$ cat src/rtl/amba_axi_pkg.sv
// AXI slave request/response bundles and response codes shared by CSR-mapped blocks.
package amba_axi_pkg;

  localparam int AXI_ID_W   = 4;
  localparam int AXI_ADDR_W = 32;
  localparam int AXI_DATA_W = 32;

  typedef logic [1:0] axi_resp_t;
  localparam axi_resp_t AXI_OKAY   = 2'b00;
  localparam axi_resp_t AXI_SLVERR = 2'b10;

  typedef struct packed {
    logic [AXI_ID_W-1:0]   aw_id;
    logic [AXI_ADDR_W-1:0] aw_addr;
    logic                  aw_valid;
    logic [AXI_DATA_W-1:0] w_data;
    logic                  w_valid;
    logic                  b_ready;
    logic [AXI_ID_W-1:0]   ar_id;
    logic [AXI_ADDR_W-1:0] ar_addr;
    logic                  ar_valid;
    logic                  r_ready;
  } s_axi_mosi_t;

  typedef struct packed {
    logic                  aw_ready;
    logic                  w_ready;
    logic [AXI_ID_W-1:0]   b_id;
    axi_resp_t             b_resp;
    logic                  b_valid;
    logic                  ar_ready;
    logic [AXI_ID_W-1:0]   r_id;
    logic [AXI_DATA_W-1:0] r_data;
    axi_resp_t             r_resp;
    logic                  r_last;
    logic                  r_valid;
  } s_axi_miso_t;

endpackage

$ cat src/rtl/irq_ctrl_pkg.sv
// CSR map, status bit positions and source type encoding for the IRQ controller.
package irq_ctrl_pkg;

  typedef enum logic {LEVEL = 1'b0, EDGE = 1'b1} irq_type_t;

  localparam logic [15:0] CSR_ID      = 16'h00;
  localparam logic [15:0] CSR_MASK_LO = 16'h04;
  localparam logic [15:0] CSR_MASK_HI = 16'h08;
  localparam logic [15:0] CSR_TYPE_LO = 16'h0C;
  localparam logic [15:0] CSR_TYPE_HI = 16'h10;
  localparam logic [15:0] CSR_PEND_LO = 16'h14;
  localparam logic [15:0] CSR_PEND_HI = 16'h18;
  localparam logic [15:0] CSR_CLEAR   = 16'h1C;
  localparam logic [15:0] CSR_STATUS  = 16'h20;

  localparam int ST_EMPTY   = 0;
  localparam int ST_FULL    = 1;
  localparam int ST_OVF     = 2;
  localparam int ST_OCC_LSB = 8;

  localparam logic [31:0] ID_EMPTY = 32'hFFFF_FFFF;

endpackage

$ cat src/rtl/irq_src_cell.sv
// One interrupt source: runtime level/edge type, registered edge detect, pending and in-service state.
module irq_src_cell
  import irq_ctrl_pkg::*;
#(
  parameter irq_type_t TYPE_RST = LEVEL
) (
  input  logic      clk,
  input  logic      rst,
  input  logic      irq,
  input  logic      type_wr,
  input  logic      type_wdata,
  input  logic      push_hit,
  input  logic      pop_hit,
  input  logic      fifo_clr,
  output irq_type_t src_type,
  output logic      pending,
  output logic      in_service,
  output logic      coalesce
);
  logic irq_q, edge_pend, rise;

  assign rise = irq && !irq_q && (src_type == EDGE);

  always_ff @(posedge clk or negedge rst) begin
    if (!rst) begin
      irq_q      <= 1'b0;
      edge_pend  <= 1'b0;
      in_service <= 1'b0;
      src_type   <= TYPE_RST;
    end else begin
      irq_q <= irq;
      if (type_wr) src_type <= irq_type_t'(type_wdata);
      // a fresh edge beats a same-cycle clear so it is never dropped
      if (rise)                     edge_pend <= 1'b1;
      else if (push_hit || type_wr) edge_pend <= 1'b0;
      if (push_hit)                 in_service <= 1'b1;
      else if (pop_hit || fifo_clr) in_service <= 1'b0;
    end
  end

  assign pending  = (src_type == EDGE) ? edge_pend : irq_q;
  assign coalesce = rise && edge_pend && !push_hit && !type_wr;

endmodule

$ cat src/rtl/sync_gp_fifo.sv
// Single-clock FIFO with wrap-bit pointers; storage is not reset, only pointers are.
module sync_gp_fifo #(
  parameter int DATA_W = 8,
  parameter int DEPTH  = 8
) (
  input  logic                     clk,
  input  logic                     rst,
  input  logic                     clr,
  input  logic                     push,
  input  logic [DATA_W-1:0]        push_data,
  input  logic                     pop,
  output logic [DATA_W-1:0]        pop_data,
  output logic                     empty,
  output logic                     full,
  output logic [$clog2(DEPTH):0]   count
);
  localparam int AW = $clog2(DEPTH);

  logic [DATA_W-1:0] mem [DEPTH];
  logic [AW:0]       wr_ptr, rd_ptr;

  always_ff @(posedge clk or negedge rst) begin
    if (!rst) begin
      wr_ptr <= '0;
      rd_ptr <= '0;
    end else if (clr) begin
      wr_ptr <= '0;
      rd_ptr <= '0;
    end else begin
      if (push && !full) wr_ptr <= wr_ptr + 1'b1;
      if (pop && !empty) rd_ptr <= rd_ptr + 1'b1;
    end
  end

  always_ff @(posedge clk) begin
    if (push && !full && !clr) mem[wr_ptr[AW-1:0]] <= push_data;
  end

  assign pop_data = mem[rd_ptr[AW-1:0]];
  assign count    = wr_ptr - rd_ptr;
  assign empty    = (wr_ptr == rd_ptr);
  assign full     = (wr_ptr[AW-1:0] == rd_ptr[AW-1:0]) && (wr_ptr[AW] != rd_ptr[AW]);

endmodule

$ cat src/rtl/axi_irq_ctrl_mc.sv
// Fixed-priority IRQ controller: sources feed an ID log FIFO popped through an AXI CSR slave.
module axi_irq_ctrl_mc
  import amba_axi_pkg::*;
  import irq_ctrl_pkg::*;
#(
  parameter logic [31:0] BASE_ADDR     = 32'h0,
  parameter int          N_IRQ         = 32,
  parameter logic [63:0] TYPE_OF_IRQ   = 64'h0,
  parameter int          DEPTH_OF_FIFO = 8
) (
  input  logic             clk,
  input  logic             rst,
  input  logic [N_IRQ-1:0] irq_i,
  output logic             irq_summary_o,
  input  s_axi_mosi_t      axi_mosi,
  output s_axi_miso_t      axi_miso
);
  localparam int IDW  = (N_IRQ > 1) ? $clog2(N_IRQ) : 1;
  localparam int CNTW = $clog2(DEPTH_OF_FIFO) + 1;

  logic [N_IRQ-1:0] mask_q, type_vec, pending, in_service, coalesce, elig, push_vec, pop_vec;
  logic [63:0]      mask64, type64, pend64;
  logic             ovf_q;
  logic             fifo_clr, fifo_push, fifo_pop, fifo_empty, fifo_full;
  logic [IDW-1:0]   grant_id, head_id;
  logic [CNTW-1:0]  fifo_cnt;
  logic [31:0]      status_word, rd_data;

  logic                aw_ready_q, w_ready_q, b_valid_q, ar_ready_q, r_valid_q, r_pop_q;
  logic                aw_hs, w_hs, ar_hs, r_hs, b_hs;
  logic [15:0]         aw_addr_q, wr_addr, wr_off, rd_off;
  logic [AXI_ID_W-1:0] aw_id_q, b_id_q, r_id_q;
  axi_resp_t           b_resp_q, r_resp_q;
  logic [31:0]         r_data_q;
  logic                wr_err, rd_err;
  logic                wr_mask_lo, wr_mask_hi, wr_type_lo, wr_type_hi, wr_status;
  logic                unused_mosi;

  assign unused_mosi = ^{axi_mosi.aw_addr[31:16], axi_mosi.ar_addr[31:16], axi_mosi.w_data};

  assign aw_hs   = axi_mosi.aw_valid && aw_ready_q;
  assign w_hs    = axi_mosi.w_valid && w_ready_q && (aw_hs || !aw_ready_q);
  assign b_hs    = b_valid_q && axi_mosi.b_ready;
  assign ar_hs   = axi_mosi.ar_valid && ar_ready_q;
  assign r_hs    = r_valid_q && axi_mosi.r_ready;
  assign wr_addr = aw_hs ? axi_mosi.aw_addr[15:0] : aw_addr_q;
  assign wr_off  = wr_addr - BASE_ADDR[15:0];
  assign rd_off  = axi_mosi.ar_addr[15:0] - BASE_ADDR[15:0];

  always_comb begin
    wr_err = 1'b0; wr_mask_lo = 1'b0; wr_mask_hi = 1'b0;
    wr_type_lo = 1'b0; wr_type_hi = 1'b0; wr_status = 1'b0; fifo_clr = 1'b0;
    case (wr_off)
      CSR_MASK_LO: wr_mask_lo = w_hs;
      CSR_MASK_HI: wr_mask_hi = w_hs;
      CSR_TYPE_LO: wr_type_lo = w_hs;
      CSR_TYPE_HI: wr_type_hi = w_hs;
      CSR_CLEAR:   fifo_clr   = w_hs;
      CSR_STATUS:  wr_status  = w_hs;
      default:     wr_err     = 1'b1;
    endcase
  end

  assign mask64      = 64'(mask_q);
  assign type64      = 64'(type_vec);
  assign pend64      = 64'(pending);
  assign status_word = {15'd0, 9'(fifo_cnt), 5'd0, ovf_q, fifo_full, fifo_empty};

  always_comb begin
    rd_data = '0;
    rd_err  = 1'b0;
    case (rd_off)
      CSR_ID:      rd_data = fifo_empty ? ID_EMPTY : 32'(head_id);
      CSR_MASK_LO: rd_data = mask64[31:0];
      CSR_MASK_HI: rd_data = mask64[63:32];
      CSR_TYPE_LO: rd_data = type64[31:0];
      CSR_TYPE_HI: rd_data = type64[63:32];
      CSR_PEND_LO: rd_data = pend64[31:0];
      CSR_PEND_HI: rd_data = pend64[63:32];
      CSR_STATUS:  rd_data = status_word;
      default:     rd_err  = 1'b1;
    endcase
  end

  // Handshake state: one outstanding write and one outstanding read at a time
  always_ff @(posedge clk or negedge rst) begin
    if (!rst) begin
      aw_ready_q <= 1'b1;
      w_ready_q  <= 1'b1;
      b_valid_q  <= 1'b0;
      ar_ready_q <= 1'b1;
      r_valid_q  <= 1'b0;
      r_pop_q    <= 1'b0;
    end else begin
      if (aw_hs) aw_ready_q <= 1'b0;
      if (w_hs) begin
        w_ready_q <= 1'b0;
        b_valid_q <= 1'b1;
      end
      if (b_hs) begin
        b_valid_q  <= 1'b0;
        aw_ready_q <= 1'b1;
        w_ready_q  <= 1'b1;
      end
      if (ar_hs) begin
        ar_ready_q <= 1'b0;
        r_valid_q  <= 1'b1;
        r_pop_q    <= (rd_off == CSR_ID) && !fifo_empty;
      end
      if (r_hs) begin
        ar_ready_q <= 1'b1;
        r_valid_q  <= 1'b0;
        r_pop_q    <= 1'b0;
      end
    end
  end

  always_ff @(posedge clk) begin
    if (aw_hs) begin
      aw_addr_q <= axi_mosi.aw_addr[15:0];
      aw_id_q   <= axi_mosi.aw_id;
    end
    if (w_hs) begin
      b_id_q   <= aw_hs ? axi_mosi.aw_id : aw_id_q;
      b_resp_q <= wr_err ? AXI_SLVERR : AXI_OKAY;
    end
    if (ar_hs) begin
      r_id_q   <= axi_mosi.ar_id;
      r_data_q <= rd_data;
      r_resp_q <= rd_err ? AXI_SLVERR : AXI_OKAY;
    end
  end

  always_comb begin
    axi_miso          = '0;
    axi_miso.aw_ready = aw_ready_q;
    axi_miso.w_ready  = w_ready_q;
    axi_miso.b_valid  = b_valid_q;
    axi_miso.b_id     = b_id_q;
    axi_miso.b_resp   = b_resp_q;
    axi_miso.ar_ready = ar_ready_q;
    axi_miso.r_valid  = r_valid_q;
    axi_miso.r_last   = r_valid_q;
    axi_miso.r_id     = r_id_q;
    axi_miso.r_data   = r_data_q;
    axi_miso.r_resp   = r_resp_q;
  end

  always_ff @(posedge clk or negedge rst) begin
    if (!rst) begin
      mask_q <= '1;
      ovf_q  <= 1'b0;
    end else begin
      for (int i = 0; i < N_IRQ; i++) begin
        if ((i < 32) ? wr_mask_lo : wr_mask_hi) mask_q[i] <= axi_mosi.w_data[i % 32];
      end
      if (|coalesce)                              ovf_q <= 1'b1;
      else if (wr_status && axi_mosi.w_data[ST_OVF]) ovf_q <= 1'b0;
    end
  end

  // Arbiter sees only registered source state; index 0 wins, a clear suppresses the push
  assign elig      = pending & mask_q & ~in_service;
  assign fifo_push = (|elig) && !fifo_full && !fifo_clr;
  assign push_vec  = fifo_push ? (elig & (~elig + N_IRQ'(1))) : '0;
  assign fifo_pop  = r_hs && r_pop_q && !fifo_empty && !fifo_clr;

  always_comb begin
    grant_id = '0;
    for (int i = N_IRQ - 1; i >= 0; i--) begin
      if (elig[i]) grant_id = IDW'(i);
    end
  end

  always_comb begin
    pop_vec = '0;
    for (int i = 0; i < N_IRQ; i++) pop_vec[i] = fifo_pop && (head_id == IDW'(i));
  end

  for (genvar g = 0; g < N_IRQ; g++) begin : g_src
    irq_src_cell #(.TYPE_RST(irq_type_t'(TYPE_OF_IRQ[g]))) u_cell (
      .clk        (clk),
      .rst        (rst),
      .irq        (irq_i[g]),
      .type_wr    ((g < 32) ? wr_type_lo : wr_type_hi),
      .type_wdata (axi_mosi.w_data[g % 32]),
      .push_hit   (push_vec[g]),
      .pop_hit    (pop_vec[g]),
      .fifo_clr   (fifo_clr),
      .src_type   (type_vec[g]),
      .pending    (pending[g]),
      .in_service (in_service[g]),
      .coalesce   (coalesce[g])
    );
  end

  sync_gp_fifo #(.DATA_W(IDW), .DEPTH(DEPTH_OF_FIFO)) u_fifo (
    .clk       (clk),
    .rst       (rst),
    .clr       (fifo_clr),
    .push      (fifo_push),
    .push_data (grant_id),
    .pop       (fifo_pop),
    .pop_data  (head_id),
    .empty     (fifo_empty),
    .full      (fifo_full),
    .count     (fifo_cnt)
  );

  assign irq_summary_o = !fifo_empty;

endmodule

$ cat config.mk
export PLATFORM = sky130hd
export DESIGN_NAME = axi_irq_ctrl_mc
export DESIGN_NICKNAME = d
export VERILOG_FILES = /design/src/rtl/amba_axi_pkg.sv /design/src/rtl/irq_ctrl_pkg.sv /design/src/rtl/irq_src_cell.sv /design/src/rtl/sync_gp_fifo.sv /design/src/rtl/axi_irq_ctrl_mc.sv
export SDC_FILE = /design/constraint.sdc
export NUM_CORES = 1
export LEC_CHECK = 0
export BUFFER_PORTS_ARGS = -buffer_cell sky130_fd_sc_hd__buf_2
export CAP_MARGIN = 30
export CORE_UTILIZATION = 45
export CTS_BUF_LIST = sky130_fd_sc_hd__clkbuf_16
export CTS_CLUSTER_DIAMETER = 80
export CTS_CLUSTER_SIZE = 16
export DETAILED_ROUTE_END_ITERATION = 10
export HOLD_SLACK_MARGIN = 0.1
export PLACE_DENSITY = 0.65
export RECOVER_POWER = 100
export SLEW_MARGIN = 5
export SYNTH_ARGS = -nofsm -noshare
export SYNTH_HDL_FRONTEND = slang
export SYNTH_HIERARCHICAL = 1
export SYNTH_SLANG_ARGS = --single-unit
$ cat constraint.sdc
create_clock -name clk -period 9.15 [get_ports clk]
set_clock_uncertainty 0.05 [all_clocks]
set_input_delay 1.3725 -clock clk [delete_from_list [all_inputs] [get_ports clk]]
set_output_delay 1.3725 -clock clk [all_outputs]
set_load 0.03 [all_outputs]
After elaboration in Yosys (flattened, before gate mapping)
Memory sizes are Yosys's and may differ from the RTL's. Cells that the tools add are included.

Add/subtract/negate cells: 4. Equality and inequality tests: 47. Muxes and demuxes: 223. Bitwise operators: 5. Reduce and logical (&&, ||, !) cells: 419.

Operators by type and width (number): logical AND 1 bit (209); two-way mux 1 bit (180); two-way mux 5 bit (32); one-hot mux 32 bit (5 select lines) (1); nonzero test 2 bit (70); AND 32 bit (3); equality test 16 x 5 -> 1 bit, second input constant (5); equality test 5 bit, second input constant (16); zero test 1 bit (69); logical OR 1 bit (65); equality test 16 x 4 -> 1 bit, second input constant (4); two-way mux 32 bit (2); inverter 32 bit (2); OR reduction 32 bit (2); equality test 5 x 4 -> 1 bit, second input constant (8); adder 32 x 1 -> 32 bit, second input constant (1); equality test 16 x 3 -> 1 bit, second input constant (2); equality test 16 x 6 -> 1 bit, second input constant (2); equality test 5 x 3 -> 1 bit, second input constant (4); two-way mux 4 bit (5); zero test 16 bit (1); two-way mux 16 bit (1); equality test 5 x 2 -> 1 bit, second input constant (2); adder 4 x 1 -> 4 bit, second input constant (2); other kinds (9) (10).

Register bits after elaboration: 239. Bits in writable memories: 40. Input port bits: 143. Output and inout port bits: 51. Memories: 1.

Memories: u_fifo.mem (words 8, width 5, rd ports 1, clocked after memory_dff 0, write ports 1, RTL line sync_gp_fifo.sv:19) `logic [DATA_W-1:0] mem [DEPTH];`.

Depth between registers and ports, before layout
Word-level depth: 35. Gate-level depth with buffers: 15. Mapped depth without buffers: 13.

Hierarchy
The synthesis kept the hierarchy.

Modules (own cells, without submodules): axi_irq_ctrl_mc (instances 1, cells an instance 583, area an instance 5719.2 µm², seq. area each 2681.3 µm²); irq_src_cell (instances 32, cells an instance 12, area an instance 158.9 µm², seq. area each 100.1 µm²); sync_gp_fifo (instances 1, cells an instance 136, area an instance 2119.5 µm², seq. area each 1401.3 µm²).

Worst setup path before layout
No wires, ideal clock.

Path kind: input to register. Start point: input axi_mosi[80] (netlist bit). End point: register ovf_q. Library setup time: 0.123 ns. Arrival time: 6.290 ns. Setup slack: 2.687 ns. Cell stages on the path: 11. Path buffers: 0. Cells stage by stage: nor4_1 > nand4b_1 > nand2_1 > nand3_1 > nor3_1 > or3b_1 > nor2_1 > nor4_1 > nand4_1 > nor2_1 > nand2_1.

Elaborated cells on any way between the ends: 111. Those cells by class: 3 x eq/ne; 6 x mux; 102 x reduce/logical.

RTL lines: from (decl) (RTL line axi_irq_ctrl_mc.sv:15) `input s_axi_mosi_t axi_mosi,`; two-way mux 16 bit (*); equality test 16 x 4 -> 1 bit (*) (RTL line axi_irq_ctrl_mc.sv:53) `case (wr_off)`; two-way mux 1 bit (*) (RTL line axi_irq_ctrl_mc.sv:53); via wr_type_lo (RTL line axi_irq_ctrl_mc.sv:36) `logic wr_mask_lo, wr_mask_hi, wr_type_lo, wr_type_hi, wr_status;`; zero test 1 bit (*) (RTL line irq_src_cell.sv:42) `assign coalesce = rise && edge_pend && !push_hit && !type_wr;`; logical AND 1 bit (*) (RTL line irq_src_cell.sv:42); via coalesce[27] (RTL line axi_irq_ctrl_mc.sv:21) `logic [N_IRQ-1:0] mask_q, type_vec, pending, in_service, coalesce, elig, push_vec, pop_vec;`; OR reduction 32 bit (*) (RTL line axi_irq_ctrl_mc.sv:157) `if (|coalesce) ovf_q <= 1'b1;`; two-way mux 1 bit / nonzero test 2 bit (equally long branches); to (signal assigned) (RTL line axi_irq_ctrl_mc.sv:152) `ovf_q <= 1'b0;`; to (signal assigned) (RTL line axi_irq_ctrl_mc.sv:157); to (signal assigned) (RTL line axi_irq_ctrl_mc.sv:158) `else if (wr_status && axi_mosi.w_data[ST_OVF]) ovf_q <= 1'b0;`; to (decl) (RTL line axi_irq_ctrl_mc.sv:23) `logic ovf_q;`.

The timed path passes the listed nets; every way through them passes the cells marked *. A chain may end at the register's enable or synchronous reset.

Worst setup path in the final report
Start point: input axi_mosi[72] (netlist bit). End point: register g_src[2].u_cell.in_service.

Word-level cells in the longest chain between the ends: 9. Elaborated cells on any way between the ends: 14. Those cells by class: 1 x eq/ne; 4 x mux; 9 x reduce/logical.

RTL lines: logical AND 1 bit (*) (RTL line axi_irq_ctrl_mc.sv:41) `assign aw_hs = axi_mosi.aw_valid && aw_ready_q;`; two-way mux 16 bit / logical OR 1 bit (equally long branches); equality test 16 x 5 -> 1 bit / logical AND 1 bit (equally long branches) (RTL line axi_irq_ctrl_mc.sv:53, axi_irq_ctrl_mc.sv:42); two-way mux 1 bit (*) (RTL line axi_irq_ctrl_mc.sv:53); via fifo_clr (RTL line axi_irq_ctrl_mc.sv:24) `logic fifo_clr, fifo_push, fifo_pop, fifo_empty, fifo_full;`; zero test 1 bit (*) (RTL line axi_irq_ctrl_mc.sv:166) `assign fifo_pop = r_hs && r_pop_q && !fifo_empty && !fifo_clr;`; logical AND 1 bit (*) (RTL line axi_irq_ctrl_mc.sv:166); via fifo_pop (RTL line axi_irq_ctrl_mc.sv:24); logical AND 1 bit (*) (RTL line axi_irq_ctrl_mc.sv:177) `for (int i = 0; i < N_IRQ; i++) pop_vec[i] = fifo_pop && (head_id == IDW'(i));`; via pop_vec[2] (RTL line axi_irq_ctrl_mc.sv:21); logical OR 1 bit (*) (RTL line irq_src_cell.sv:37) `else if (pop_hit || fifo_clr) in_service <= 1'b0;`; nonzero test 2 bit (no source line) (*); to (signal assigned) (RTL line irq_src_cell.sv:28) `in_service <= 1'b0;`; to (signal assigned) (RTL line irq_src_cell.sv:36) `if (push_hit) in_service <= 1'b1;`; to (signal assigned) (RTL line irq_src_cell.sv:37); to (decl) (RTL line irq_src_cell.sv:17) `output logic in_service,`.

Marks and branches as above.

==> results by group <==
Place
  – Gpl congestion: ~0.87
  – Port Buffers: 159
  – Post-detail-place hpwl: ~23 mm

STA
  – Unrepaired setup endpoints after global routing: false
  – Final hold viol count: 0
  – Fin Setup TNS: 0 ns
  – Worst slew margin: -1.344
  – Hold WS: 0.4265 ns
  – Max-slew violation count: between 200 and 250
  – Final Cycle Share: 0.6769
  – Worst Max-Slew Pin Slew: between 3 and 4 ns
  – Final setup vio count: 0
  – Tmin final: 6.194 ns
  – Top achievable clock speed: 161.4 MHz

Global route
  – All-Layer GR Usage: 0.2326
  – Initial antenna violation count: 1
  – First-pass GRT wire length: ~52 mm
  – Largest net degree at the start of global routing: 62
  – GRT overflow: 0
  – Vias in the first global route: around 9.3k

Synthesis
  – Post-Syn Area: 12920 um^2
  – Yosys warning total: 6
  – Post-synthesis cell count: 1103
  – Seq cells post-synth: around 280
  – Post-synth cell types: 69
  – Post-synthesis average cell area: 11.72 um^2
  – Register area share after synthesis: 0.5638
  – Asr flop ratio synth: 0.6318
  – Primary FF master, synth: dfrtp_1
  – Post-synth EDFFs: ~80

Drt
  – Drc violations: 0
  – Post-route ant nets: 0
  – WL per Instance: 20.31 um
  – Drt pass-1 iters: 5
  – Routed via count: 9435
  – Via density: 5.677
  – DRT Wirelength: 33.76 mm
  – Initial DRC Count: 776

Critical path
  – Slowest CP cell: nor4b_1
  – Crit path cell chain: clkbuf_1, nand2_1, a31oi_1, a2111oi_0, clkbuf_1, clkbuf_1, nor4b_1, nand3b_1, nor2_1, nor2_1, a21o_2
  – Startpoint class of the critical path: input pin
  – Bufs and invs on worst path: 3
  – Max incr delay on CP: ~1.3 ns
  – Delay-heaviest family, CP: simple AND/OR/NAND/NOR gates
  – Worst Setup End Kind: register
  – WS Path Type: input pin to register
  – Critical Path Most Common Cell: clkbuf_1
  – Worst Path Max Fanout: 35
  – Worst Path Required: 9.51 ns
  – CP Data Arrival Time: about 6.6 ns

Finish
  – Layout Nets: around 1.4k
  – FF/Latch Area: 7286 um^2
  – Share of cells above drive strength 1: 0.2362
  – Multi-input combinational cell area: 5339 um^2
  – Fillers: around 2.6k
  – Layout area overhead: 12.61%
  – Final Util: 0.5195

Clock tree
  – Clk buf depth: 3
  – Post-CTS Resized: 0
  – CTS root buffer: clkbuf_16
  – H-tree depth: 1
  – Postcts setup bufs: 0
  – Clock transition at path regs: about 0.080 ns
  – CTS tree: done
  – Hold_buf cts: 0
  – Clock Sinks: 277
  – Total clock buffers created by CTS: 21
  – Clock latency on the worst-skew pair: approximately 0.53 ns

Floorplanning
  – Die ar.: 29400 um^2
  – Core Area: between 20000 and 30000 um^2
  – Starting Density: 0.4614
  – Site Rows: just over 60
  – Number of I/O pins: 194
  – Die Y: 171.5 um
  – Die span in x: 171.5 um

Pwr
  – PD cells: roughly 150 nW/um^2
  – Worst ir drop on vdd: 0.1462 mV
  – Leak Pwr: 6.463 nW

Worst hold path
  – HP Class: register to register

Outcome
  – Status: finished with violations
  – Failing checks: capacitance limit, slew limit

Run
  – Max-cap check violation count: 6
[layout by cell type (no fill, tap or decap), types with 10 or more instances in the layout]
master and n:
nand4_1 12, a21oi_1 47, inv_1 33, a21o_2 32, dfxtp_1 20, clkbuf_1 87, nor4_1 29, nor2_1 141
nand3_1 10, mux4_2 10, nand3b_1 65, or3b_1 32, o21ai_0 24, dfrtp_1 140, dfstp_2 35, mux2_2 106
buf_2 82, nor3_1 17, and3b_1 10, clkbuf_16 21, edfxtp_1 82, nand2_1 119, a22oi_1 23
[worst reg2reg max path: stages (launching register included)]
cell,delay (ns)
dfstp_2,0.56
nand2_1,0.56
a31oi_1,0.49
a2111oi_0,0.12
clkbuf_1,0.37
clkbuf_1,0.79
nor4b_1,1.30
nand3b_1,0.82
nor2_1,0.28
nor2_1,0.06
a21o_2,0.26
[final cells by class]
| class | count | share of cell area |
|---|---|---|
| inverters | 20 | 0.005159 |
| well taps | 378 | 0.03250 |
| multi-input cells | 774 | 0.3669 |
| flip-flops and latches | 277 | 0.5006 |
| repair buffers | 174 | 0.05296 |
| diodes | 1 | 0.0001720 |
| clock inverters | 17 | 0.005589 |
| clock buffers | 21 | 0.03611 |
[per-stage QoR]
step / power [mW] / instance area (um^2) / std cells / setup WS, ns
floorplan: 1.356 / 12930 / 1104 / 2.687
global placement: 1.413 / 14130 / 1620 / 4.051
detailed placement: 1.414 / 14140 / 1622 / 3.967
CTS: 2.276 / 14750 / 1660 / 4.521
global route: 2.322 / 14550 / 1661 / 2.544
finish: 2.242 / 14550 / 1662 / 2.956
[sequential cells by signal (all words and copies together), names as in the netlist, 16 cells and up]
name	cells
g_src.u_cell/in_service	32
mask_q	32
g_src.u_cell/src_type	32
aw_addr_q	16
u_fifo/mem	40
g_src.u_cell/irq_q	32
g_src.u_cell/edge_pend	32
r_data_q	32
[where the power goes]
group | internal (mW) | switching [mW]
sequential | 1.29 | 0.00616
combinational | 0.0285 | 0.0633
clock | 0.420 | 0.438
[cells by family (layout without fill, tap and decap cells)]
kind of cell,Yosys count,after routing,share of synthesized area
flip-flops,277,277,0.5638
XOR/XNOR,11,11,0.008036
multiplexers,130,130,0.1213
other,1,3,0.0002902
adder cells (fa/ha/maj),6,6,0.006390
AND/OR/NAND/NOR,472,472,0.1974
buffers and inverters,53,232,0.01917
AO/OA/AOI/OAI,153,153,0.08365
[worst paths after layout]
path                                        start                                     end  slack (ns)  cells past startpoint
setup / recovery                     axi_mosi[72]  g_src[2].u_cell/in_service$_DFFE_PN0P_        2.96                     11
hold / removal                 aw_id_q[2]$_DFF_P_                      aw_id_q[2]$_DFF_P_        0.43                      1
setup reg to reg           aw_ready_q$_DFFE_PN1P_  g_src[2].u_cell/in_service$_DFFE_PN0P_        3.38                     10
hold reg to reg                aw_id_q[2]$_DFF_P_                      aw_id_q[2]$_DFF_P_        0.43                      1
max in group asynchronous                     rst         g_src[1].u_cell/irq_q$_DFF_PN0_        4.16                      3
min in group asynchronous                     rst        g_src[17].u_cell/irq_q$_DFF_PN0_        1.99                      1
[metal layers]
| metal | vias to the layer above | wire length, um | track usage |
|---|---|---|---|
| met3 | 61 | 2319 | 0.03474 |
| met1 | 4685 | 15120 | 0.3252 |
| li1 | 4365 | - | - |
| met4 | 0 | 827 | 0.06444 |
| met5 | - | 0 | 0 |
| met2 | 324 | 15490 | 0.3758 |
[synthesized netlist by cell type, types with 10 or more instances]
master / instances / area, um^2
a21oi_1: 47 / 235.2
and3b_1: 10 / 87.58
nor3_1: 18 / 90.09
or3b_1: 32 / 280.3
clkbuf_1: 12 / 45.04
mux2_2: 112 / 1261
nor4_1: 29 / 181.4
nor2_1: 141 / 529.3
dfstp_2: 35 / 919.6
nand3b_1: 63 / 473.0
o21ai_0: 22 / 110.1
a22oi_1: 23 / 172.7
dfrtp_1: 140 / 3503
dfxtp_1: 20 / 400.4
nand2_1: 117 / 439.2
edfxtp_1: 82 / 2462
a21o_2: 32 / 280.3
buf_4: 10 / 75.07
mux4_2: 10 / 225.2
nand4_1: 12 / 75.07
inv_1: 19 / 71.32
(Power assumes the default switching activity.)
